**src/rtl/i2c_master.sv**
```systemverilog
// Single-master I2C engine: START, 7-bit address + R/W, multi-byte write/read
// burst with ACK checking, STOP. Open-drain SDA via sda_oe, push-pull SCL.
module i2c_master #(
  parameter  int CLK_DIV   = 4,
  parameter  int MAX_BYTES = 4,
  localparam int CNT_W     = $clog2(MAX_BYTES + 1)
) (
  input  logic             clk,
  input  logic             rst,
  input  logic             init,
  input  logic [6:0]       addr,
  input  logic             rw,
  input  logic [CNT_W-1:0] len,
  input  logic [7:0]       wdata,
  output logic             wr_ack,
  output logic [7:0]       rdata,
  output logic             rd_valid,
  output logic             busy,
  output logic             done,
  output logic             nack,
  output logic             scl,
  output logic             sda_oe,
  input  logic             sda_i
);

  localparam int DIV_W = (CLK_DIV > 1) ? $clog2(CLK_DIV) : 1;

  typedef enum logic [3:0] {
    IDLE, START, ADDR, AACK, WRITE, WACK, READ, RACK, STOP
  } state_t;

  state_t           state_q, state_n;
  logic [1:0]       q_q, q_n;
  logic [2:0]       bit_q, bit_n;
  logic [DIV_W-1:0] div_q, div_n;
  logic [7:0]       sh_q, sh_n;
  logic [CNT_W-1:0] left_q, left_n;
  logic             rw_q, rw_n;
  logic             tick;
  logic             start_write;
  logic [CNT_W-1:0] len_c;

  logic       wr_ack_n, rd_valid_n, busy_n, done_n, nack_n, scl_n, sda_oe_n;
  logic [7:0] rdata_n;

  assign tick  = (div_q == DIV_W'(CLK_DIV - 1));
  assign len_c = (len > CNT_W'(MAX_BYTES)) ? CNT_W'(MAX_BYTES) : len;

  // Next-state logic; line outputs are then decoded from the next state so
  // that scl/sda_oe are registered yet aligned with the quarter they belong to.
  always_comb begin
    state_n     = state_q;
    q_n         = q_q;
    bit_n       = bit_q;
    sh_n        = sh_q;
    left_n      = left_q;
    rw_n        = rw_q;
    nack_n      = nack;
    busy_n      = busy;
    rdata_n     = rdata;
    done_n      = 1'b0;
    wr_ack_n    = 1'b0;
    rd_valid_n  = 1'b0;
    start_write = 1'b0;
    div_n       = tick ? '0 : div_q + DIV_W'(1);

    if (state_q == IDLE) begin
      div_n = '0;
      if (init) begin
        sh_n    = {addr, rw};
        rw_n    = rw;
        left_n  = len_c;
        nack_n  = 1'b0;
        busy_n  = 1'b1;
        q_n     = '0;
        bit_n   = 3'd7;
        state_n = START;
      end
    end else if (tick) begin
      q_n = q_q + 2'd1;
      case (state_q)
        START: begin
          if (q_q == 2'd1) begin
            q_n     = '0;
            bit_n   = 3'd7;
            state_n = ADDR;
          end
        end
        ADDR, WRITE: begin
          if (q_q == 2'd3) begin
            if (bit_q == 3'd0) begin
              state_n = (state_q == ADDR) ? AACK : WACK;
            end else begin
              bit_n = bit_q - 3'd1;
              sh_n  = {sh_q[6:0], 1'b0};
            end
          end
        end
        AACK, WACK: begin
          if (q_q == 2'd2 && sda_i) nack_n = 1'b1;
          if (q_q == 2'd3) begin
            if (nack || left_q == '0) begin
              state_n = STOP;
            end else if (state_q == AACK && rw_q) begin
              state_n = READ;
              bit_n   = 3'd7;
            end else begin
              start_write = 1'b1;
            end
          end
        end
        READ: begin
          if (q_q == 2'd2) begin
            sh_n = {sh_q[6:0], sda_i};
            if (bit_q == 3'd0) begin
              rdata_n    = {sh_q[6:0], sda_i};
              rd_valid_n = 1'b1;
              left_n     = left_q - CNT_W'(1);
            end
          end
          if (q_q == 2'd3) begin
            if (bit_q == 3'd0) state_n = RACK;
            else               bit_n   = bit_q - 3'd1;
          end
        end
        RACK: begin
          if (q_q == 2'd3) begin
            if (left_q != '0) begin
              state_n = READ;
              bit_n   = 3'd7;
            end else begin
              state_n = STOP;
            end
          end
        end
        STOP: begin
          if (q_q == 2'd3) begin
            state_n = IDLE;
            busy_n  = 1'b0;
            done_n  = 1'b1;
          end
        end
        default: ;
      endcase
    end

    // The byte is latched in the same edge that raises wr_ack, so the
    // front-end may move on to the next byte as soon as it sees the pulse.
    if (start_write) begin
      state_n  = WRITE;
      bit_n    = 3'd7;
      sh_n     = wdata;
      wr_ack_n = 1'b1;
      left_n   = left_q - CNT_W'(1);
    end

    scl_n    = 1'b1;
    sda_oe_n = 1'b0;
    case (state_n)
      START: sda_oe_n = (q_n == 2'd1);
      ADDR, WRITE: begin
        scl_n    = q_n[1];
        sda_oe_n = ~sh_n[7];
      end
      AACK, WACK, READ: scl_n = q_n[1];
      RACK: begin
        scl_n    = q_n[1];
        sda_oe_n = (left_n != '0);
      end
      STOP: begin
        scl_n    = q_n[1];
        sda_oe_n = (q_n != 2'd3);
      end
      default: ;
    endcase
  end

  always_ff @(posedge clk or negedge rst) begin
    if (!rst) begin
      state_q  <= IDLE;
      q_q      <= '0;
      bit_q    <= '0;
      div_q    <= '0;
      sh_q     <= '0;
      left_q   <= '0;
      rw_q     <= 1'b0;
      wr_ack   <= 1'b0;
      rd_valid <= 1'b0;
      rdata    <= '0;
      busy     <= 1'b0;
      done     <= 1'b0;
      nack     <= 1'b0;
      scl      <= 1'b1;
      sda_oe   <= 1'b0;
    end else begin
      state_q  <= state_n;
      q_q      <= q_n;
      bit_q    <= bit_n;
      div_q    <= div_n;
      sh_q     <= sh_n;
      left_q   <= left_n;
      rw_q     <= rw_n;
      wr_ack   <= wr_ack_n;
      rd_valid <= rd_valid_n;
      rdata    <= rdata_n;
      busy     <= busy_n;
      done     <= done_n;
      nack     <= nack_n;
      scl      <= scl_n;
      sda_oe   <= sda_oe_n;
    end
  end

endmodule

```
**config.mk**
```make
export PLATFORM = sky130hd
export DESIGN_NAME = i2c_master
export DESIGN_NICKNAME = d
export VERILOG_FILES = /design/src/rtl/i2c_master.sv
export SDC_FILE = /design/constraint.sdc
export NUM_CORES = 1
export LEC_CHECK = 0
export CORE_MARGIN = 2
export CORE_UTILIZATION = 55
export DETAILED_ROUTE_END_ITERATION = 10
export PLACE_DENSITY = 0.82
export SYNTH_ARGS = -nofsm -noshare
export SYNTH_HDL_FRONTEND = slang
export SYNTH_SLANG_ARGS = --single-unit
```
**constraint.sdc**
```tcl
create_clock -name clk -period 3.7 [get_ports clk]
set_input_delay 0.74 -clock clk [delete_from_list [all_inputs] [get_ports clk]]
set_output_delay 0.74 -clock clk [all_outputs]
set_load 0.02 [all_outputs]
```
==> reports/qor.txt <==
Status: complete, no violations
Die area: 4670 um2
Port bufs: 37
Clk_lat worst skew: 290 ps
Hold buffers post-CTS: 0
DRC Markers: 0
Fin nets: 298
CTS Sinks: 38
Hold Path Stages: 1
WL per Instance: 17.8 um
Final hold vios: 0
Mapped Cells: 238
WL met1: 2360 um
Num CTS Buffers: 5
Post-DRT Antenna Nets: 0
Critical path depth: 8
Sequential fraction of the synthesis area: 41.8%
Via count of the first global-routing pass: 1969
Final GP Congestion: 1.04
Met3 WL: 417 um
Worst stage delay on the critical path: 740 ps
Critical path's top delay family: simple AND/OR/NAND/NOR gates
Die W: 68.3 um
First-pass GRT wire length: 9320 um
Setup violators final: 0
Final Max Slew Viols: 0
RSZ-0062 raised after global routing: false
Clk slew on worst S/H paths: 70 ps
P per Cell Area: 266 nW/um2
Crit-path max FO: 18
GRT Util Overall: 27.1%
Top cells by area, synth: dfrtp_1, nand2_1, mux2_2
Post-synth ARST share: 100%
Worst r2r path cells: 8
Slew HR: 42.1%
Grt total ovfl: 0
Critical path required time: 3860 ps
Worst Skew: 4.39 ps
Clock buffer depth: 2
Post-DR vias/cell: 6.50
R2R Setup Slk: 810 ps
Post-synth EDFFs: 0
Most used flip-flop cell after synthesis: dfrtp_1
#FFs+latches synth: 38
CTS tree: yes
IO Pins: 38
Height of the die: 68.3 um
Post-synthesis cell area: 2280 um2
Initial antenna violation count: 0
Setup Buffers After CTS: 0
Leakage: 1.12 nW
Met2 Wirelength: 2790 um
Type of the tightest min-delay check: reg2reg
Syn nets: 266
Distinct cell type count after synthesis: 62
Buf+Inv Stages, Crit Path: 1
Post-DP HPWL: 4060 um
Ys Warns: 0
CTS resizes: 0
Crit share post-route: 78.1%
Core Region: 4000 um2
Actual slew at the worst max-slew pin: 869 ps
Crit path cell chain: nor2b_1 > nor2b_1 > nand3_2 > inv_2 > a211o_1 > mux2_2 > mux2i_1 > a22oi_1
P&R area growth vs syn: 19.3%
CP startpoint kind: register
Pwr Total: 0.000722 W
Layout cells sized above 1: 12.6%
Initial Util: 56.9%
Via Count: 2079
CP Class: reg2reg
Max Cap Viol: 0
Area leader, netlist: dfrtp_1
Most frequent cell on the critical path: nor2b_1
Iteration-0 DRC Markers: 340
Final TNS setup: 0 ps
H-Tree Depth: 2
DRT Pass-1 Iters: 6
Largest net degree at the start of global routing: 39
Final wirelength: 5710 um
CP Capture Type: register
Max frequency: 346 MHz
Post-Syn Area per Cell: 9.57 um2
Root buf cell: clkbuf_8
WP data arrival: 3050 ps
Fin crit period: 2890 ps
Slowest CP cell: dfrtp_1
Post-synth top area share: 40.7%
Peak VDD IR: 0.258 mV
FP Rows: 23
Max layer used: met4
# diodes: 0
==> state kept, by name, indices dropped and copies added (netlist names) <==
signal,count
rdata,8
sh_q,8
state_q,4
bit_q,3
left_q,3
div_q,2
q_q,2
busy,1
done,1
nack,1
rd_valid,1
rw_q,1
scl,1
sda_oe,1
wr_ack,1
==> metrics by stage <==
stage	hold slack, ps	area, um2	util, %	instances	setup WS, ps
2_1_floorplan	415	2280	-	238	1460
3_3_place_gp	427	2640	65.9	313	904
3_5_place_dp	430	2640	65.9	313	872
4_1_cts	440	2720	67.9	320	910
5_1_grt	447	2720	67.9	320	676
6_report	437	2720	67.9	320	809
==> cell usage after synthesis, types with 2 or more instances <==
| master | n |
|---|---|
| dfrtp_1 | 37 |
| nand2_1 | 37 |
| nor2_1 | 15 |
| a21oi_1 | 11 |
| inv_1 | 10 |
| mux2_2 | 10 |
| a222oi_1 | 7 |
| nor2b_1 | 7 |
| buf_2 | 6 |
| nand3_1 | 6 |
| o21ai_0 | 6 |
| ha_1 | 5 |
| nand2b_1 | 5 |
| clkbuf_1 | 4 |
| nor3_1 | 4 |
| o21ai_1 | 4 |
| a221oi_1 | 3 |
| and2_1 | 3 |
| o211ai_1 | 3 |
| o22ai_1 | 3 |
| a21boi_0 | 2 |
| a311oi_1 | 2 |
| a41oi_1 | 2 |
| buf_4 | 2 |
| buf_6 | 2 |
| nand4b_1 | 2 |
| o211a_1 | 2 |
| o31ai_1 | 2 |
| o32ai_1 | 2 |
| or2_1 | 2 |
==> per-layer routing <==
metal / vias up / global-route usage [%]
met5: - / 0
met4: 0 / 10.8
met3: 23 / 7.24
met2: 111 / 43.3
met1: 1002 / 35.0
li1: 943 / -
==> worst register-to-register path, delay by kind of cell, from the launching register on <==
kind            cells  cell delay, ps
buf+inv             1             320
mux                 2             470
compound gates      2             310
simple gates        3             910
flops               1             740
==> area by class of cell <==
| cell class | instances | area (um2) |
|---|---|---|
| sequential | 38 | 952 |
| tap | 50 | 62.6 |
| timing repair buffer | 39 | 380 |
| clock buffer | 5 | 68.8 |
| fill | 307 | 1280 |
| multi-input combinational | 175 | 1200 |
| inverter | 11 | 41.3 |
| clock inverter | 2 | 10.0 |
==> path summary, 6_finish.rpt <==
path                             from       end
min reg2reg                  div_q[0]  div_q[0]
min                          div_q[0]  div_q[0]
max                        state_q[0]    sda_oe
min in group asynchronous         rst  div_q[1]
max in group asynchronous         rst  bit_q[1]
max reg2reg                state_q[0]    sda_oe
==> logic make-up (layout without fill, tap and decap cells) <==
group	count (synthesis)	count (layout)	synth area share (%)
adders and majority gates	5	5	2.75
AOI/OAI and AO/OA	68	68	23.8
and+or+nand+nor	90	90	20.4
buffers and inverters	25	57	5.44
xor gates and xnor gates	1	1	0.385
DFF	38	38	41.8
muxes	11	11	5.38
==> report_power, final <==
group / total [W] / leakage [nW] / switching, W / internal (W)
logic: 0.0000353 / 0.587 / 0.0000142 / 0.0000211
registers: 0.000415 / 0.487 / 0 / 0.000415
clock network: 0.000271 / 0.0438 / 0.000145 / 0.000126
==> cell usage in the layout, fill, tap and decap left out, drive strengths merged, types with 5 or more instances in the layout <==
master	count
nand3	7
nor3	5
a21oi	12
clkbuf	5
a222oi	7
ha	5
mux2	10
nand2	37
nor2	15
nand2b	5
o21ai	10
clkdlybuf4s50	36
nor2b	7
inv	11
dfrtp	37
Power figures use the tool's default switching activity.
